==> src/rtl/shift_reg_univ_rst_en.sv <==
// Universal shift register with clock enable and an autonomous burst-shift engine.
// Define SHREG_PARITY_EN to add a registered parity output tracking Q.
module shift_reg_univ_rst_en #(
  parameter int                 WIDTH   = 8,
  parameter int                 CNT_W   = 4,
  parameter logic [WIDTH-1:0]   RST_VAL = '0
) (
  input  logic             clk,
  input  logic             rst,
  input  logic             en,
  input  logic [2:0]       mode,
  input  logic [WIDTH-1:0] D,
  input  logic             sin_l,
  input  logic             sin_r,
  input  logic             start,
  input  logic [CNT_W-1:0] cnt,
  output logic [WIDTH-1:0] Q,
  output logic             sout_l,
  output logic             sout_r,
  output logic             busy,
  output logic             done
`ifdef SHREG_PARITY_EN
  ,
  output logic             parity
`endif
);

  localparam logic [1:0] IDLE = 2'd0;
  localparam logic [1:0] RUN  = 2'd1;
  localparam logic [1:0] FIN  = 2'd2;

  logic [1:0]       state, state_next;
  logic [CNT_W-1:0] count, count_next;
  logic [2:0]       lmode, lmode_next;
  logic [WIDTH-1:0] q_next;

  function automatic logic [WIDTH-1:0] apply_op(
    input logic [2:0]       m,
    input logic [WIDTH-1:0] q,
    input logic [WIDTH-1:0] d,
    input logic             sl,
    input logic             sr
  );
    case (m)
      3'b001:  apply_op = d;
      3'b010:  apply_op = {q[WIDTH-2:0], sl};
      3'b011:  apply_op = {sr, q[WIDTH-1:1]};
      3'b100:  apply_op = {q[WIDTH-2:0], q[WIDTH-1]};
      3'b101:  apply_op = {q[0], q[WIDTH-1:1]};
      3'b110:  apply_op = '0;
      default: apply_op = q;
    endcase
  endfunction

  // FIN still has busy low, so a single-step mode presented there executes normally.
  always_comb begin
    q_next     = Q;
    state_next = state;
    count_next = count;
    lmode_next = lmode;
    if (en) begin
      case (state)
        IDLE: begin
          if (start && (mode inside {3'b010, 3'b011, 3'b100, 3'b101})) begin
            lmode_next = mode;
            count_next = cnt;
            state_next = (cnt != '0) ? RUN : FIN;
          end else begin
            q_next = apply_op(mode, Q, D, sin_l, sin_r);
          end
        end
        RUN: begin
          q_next     = apply_op(lmode, Q, D, sin_l, sin_r);
          count_next = count - CNT_W'(1);
          if (count == CNT_W'(1)) state_next = FIN;
        end
        FIN: begin
          q_next     = apply_op(mode, Q, D, sin_l, sin_r);
          state_next = IDLE;
        end
        default: state_next = IDLE;
      endcase
    end
  end

  always_ff @(posedge clk or posedge rst) begin
    if (rst) begin
      Q     <= RST_VAL;
      state <= IDLE;
      count <= '0;
      lmode <= 3'b000;
    end else begin
      Q     <= q_next;
      state <= state_next;
      count <= count_next;
      lmode <= lmode_next;
    end
  end

`ifdef SHREG_PARITY_EN
  // q_next equals Q while disabled, so parity holds without a separate enable.
  always_ff @(posedge clk or posedge rst) begin
    if (rst) parity <= ^RST_VAL;
    else     parity <= ^q_next;
  end
`endif

  assign sout_l = Q[WIDTH-1];
  assign sout_r = Q[0];
  assign busy   = (state == RUN);
  assign done   = (state == FIN) && en;

endmodule

==> config.mk <==
export PLATFORM = sky130hd
export DESIGN_NAME = shift_reg_univ_rst_en
export DESIGN_NICKNAME = d
export VERILOG_FILES = /design/src/rtl/shift_reg_univ_rst_en.sv
export SDC_FILE = /design/constraint.sdc
export NUM_CORES = 1
export LEC_CHECK = 0
export BUFFER_PORTS_ARGS = -buffer_cell sky130_fd_sc_hd__buf_2
export CAP_MARGIN = 0
export CELL_PAD_IN_SITES_DETAIL_PLACEMENT = 0
export CELL_PAD_IN_SITES_GLOBAL_PLACEMENT = 2
export CORE_ASPECT_RATIO = 1.75
export CORE_UTILIZATION = 31
export DETAILED_ROUTE_END_ITERATION = 7
export PLACE_DENSITY_LB_ADDON = 0.1
export SETUP_SLACK_MARGIN = 0.2
export SLEW_MARGIN = 20
export SYNTH_ARGS = -nofsm -noshare
export SYNTH_HDL_FRONTEND = slang
export SYNTH_SLANG_ARGS = --single-unit
export TNS_END_PERCENT = 10
==> constraint.sdc <==
create_clock -name clk -period 2.65 [get_ports clk]
set_input_delay 0.795 -clock clk [delete_from_list [all_inputs] [get_ports clk]]
set_output_delay 0.795 -clock clk [all_outputs]
set_load 0.1 [all_outputs]
==> flow_metrics.env <==
export IMPL_synth_top_family_by_area="compound AO/OA/AOI/OAI gates"
export IMPL_drc=0
export IMPL_synth_top_flop_cell="dfrtp_1"
export IMPL_yosysMostFrequentCell="nand2_1"
export IMPL_synth_edf_count=0
export IMPL_grt_max_degree=18
export IMPL_min_path_type="flip-flop to flip-flop"
export IMPL_ioPinCount=33
export IMPL_setup_tns_ps=0
export IMPL_slowest_delay_ps=250
export IMPL_synth_cells=180
export IMPL_io_buffers=32
export IMPL_place_hpwl_um=3179
export IMPL_drive_above_1_share_pct=21.84
export IMPL_global_route_overflow_total=0
export IMPL_grtUsageTotal_pct=20.59
export IMPL_fmax_mhz=452.0
export IMPL_initial_core_util_pct=33.08
export IMPL_slowest_stage="nor3b_4"
export IMPL_layout_cells_non_filler=254
export IMPL_avgRoutedWirePerCell_um=16.57
export IMPL_dr_wl_met2_um=2425
export IMPL_drt_pass1_iter_count=4
export IMPL_synth_common_cells="nand2_1, o21ai_0, dfrtp_1"
export IMPL_max_cap_violations=0
export IMPL_m1WireLength_um=1650
export IMPL_cts_sinks=17
export IMPL_async_flop_share_pct=100.0
export IMPL_cts_tree="yes"
export IMPL_clock_skew_ps=7.732
export IMPL_areaGrowthSynthToFinish_pct=20.25
export IMPL_slew_headroom_pct=52.21
export IMPL_path_max_fanout=9
export IMPL_crit_path_cell_trace="buf_2 > nor3b_4 > buf_12"
export IMPL_viasPerCell=5.453
export IMPL_hold_path_startpoint="count[2]"
export IMPL_htree_levels=1
export IMPL_rr_startpoint="state[0]"
export IMPL_synth_simple_area_share_pct=25.91
export IMPL_cts_buffers=3
export IMPL_drt_initial_drc_count=63
export IMPL_synth_area_leaders="dfrtp_1, o21ai_0, nand2_1, a21oi_1, nand3_1"
export IMPL_via_count=1385
export IMPL_fin_nets=230
export IMPL_ys_seq_area_share_pct=32.63
export IMPL_arrival_ps=1420
export IMPL_cts_clk_slew_worst_paths_ps=80
export IMPL_status="complete, no violations"
export IMPL_critPathCaptureType="output pin"
export IMPL_synth_compound_area_share_pct=29.27
export IMPL_cts_hold_fix_buffers=0
export IMPL_period_needed_ps=2213
export IMPL_synth_xor_area_share_pct=0.6718
export IMPL_yosys_warnings=0
export IMPL_worst_slew_pin_slew_ps=716.0
export IMPL_clockBufferDepth=2
export IMPL_die_height_um=87.79
export IMPL_dieArea_um2=4479
export IMPL_rsz0062_at_grt="no"
export IMPL_die_width_um=51.02
export IMPL_grt_antenna_before_repair=0
export IMPL_synth_area_leader_cell="dfrtp_1"
export IMPL_synth_cell_type_count=36
export IMPL_rows=30
export IMPL_routabilityCongestion=0.7649
export IMPL_synth_top_area_share_pct=32.63
export IMPL_postCtsSetupRepairBufs=0
export IMPL_synth_adder_area_share_pct=1.919
export IMPL_cp_start_kind="input pin"
export IMPL_crit_required_ps=1860
export IMPL_highest_layer="met4"
export IMPL_worst_setup_path_type="input pin to output pin"
export IMPL_ant_nets=0
export IMPL_synthMuxAreaShare_pct=1.152
export IMPL_cts_resized=0
export IMPL_syn_area_um2=1304
export IMPL_finalMaxSlewViolations=0
export IMPL_synth_avg_cell_area_um2=7.243
export IMPL_grt_pass1_vias=1333
export IMPL_synthesis_nets=203
export IMPL_wl_met3_um=104
export IMPL_crit_start="en"
export IMPL_ctsRootBufferMaster="clkbuf_8"
export IMPL_ys_seq_elements=17
export IMPL_placedCellCount=250
export IMPL_setup_violations_final=0
export IMPL_drt_total_wl_um=4209
export IMPL_clock_latency_ps=260
export IMPL_core_area_um2=3941
export IMPL_grt_pass1_wl_um=6762
export IMPL_diodes=0
export IMPL_post_route_period_util_pct=83.49
export IMPL_finalHoldViolCount=0
[cell families (layout without fill, tap and decap cells)]
family / after synthesis / in the layout
XOR/XNOR: 1 / 1
flip-flops: 17 / 17
multiplexers: 1 / 1
AO/OA/AOI/OAI: 63 / 63
AND/OR/NAND/NOR: 72 / 72
buffers and inverters: 24 / 50
adder cells (fa/ha/maj): 2 / 2
[cells in the final DEF, fill, tap and decap left out, drive strengths merged, types with 2 or more instances in the layout]
cell / netlist / final
a21oi: 13 / 13
a221oi: 2 / 2
a22oi: 2 / 2
a31oi: 3 / 3
and2: 2 / 2
and3: 2 / 2
buf: 8 / 36
clkbuf: 6 / 4
dfrtp: 17 / 17
ha: 2 / 2
inv: 10 / 10
nand2: 30 / 30
nand3: 13 / 13
nor2: 16 / 16
nor3: 3 / 3
nor3b: 2 / 2
o211ai: 6 / 6
o21ai: 29 / 29
o221ai: 2 / 2
o22a: 2 / 2
[sequential cells by signal, indices dropped and copies added (netlist names)]
register / cells
Q: 8
count: 4
lmode: 3
state: 2
[routing by layer]
metal	vias to the layer above	GRT usage [%]
met5	-	0
met4	0	6.061
met3	2	1.563
met2	31	41.15
met1	661	21.91
li1	691	-
[through the flow]
stage,util (%),hold WS [ps],instance area (um^2),worst slack (ps)
4_1_cts,39.78,564.8,1568,425.6
3_5_place_dp,38.63,548.2,1523,335.4
5_1_grt,39.78,579.1,1568,330.1
6_report,39.78,568.3,1568,437.5
3_3_place_gp,38.63,527.7,1523,353.8
2_1_floorplan,-,472.3,1325,93.09
[final timing paths]
kind,end,cells past startpoint,slack [ps]
setup / recovery,done,3,440
hold / removal,count[2],1,570
setup reg to reg,count[0],7,780
hold reg to reg,count[2],1,570
max in group asynchronous,lmode[1],2,1550
min in group asynchronous,Q[3],2,650
[worst max-delay path: cells and delay by family]
kind,cells,cell delay (ps)
buffers and inverters,2,370
AND/OR/NAND/NOR,1,250
[layout make-up]
type	instances	area [um^2]
timing repair buffer	36	220.2
sequential	17	425.4
tap	48	60.06
clock buffer	4	45.04
fill	453	2374
inverter	10	37.54
multi-input combinational	139	779.5
Power is left out: the tool's default activity adds up to more than one toggle a clock period on the data nets, which glitch-free logic cannot reach.
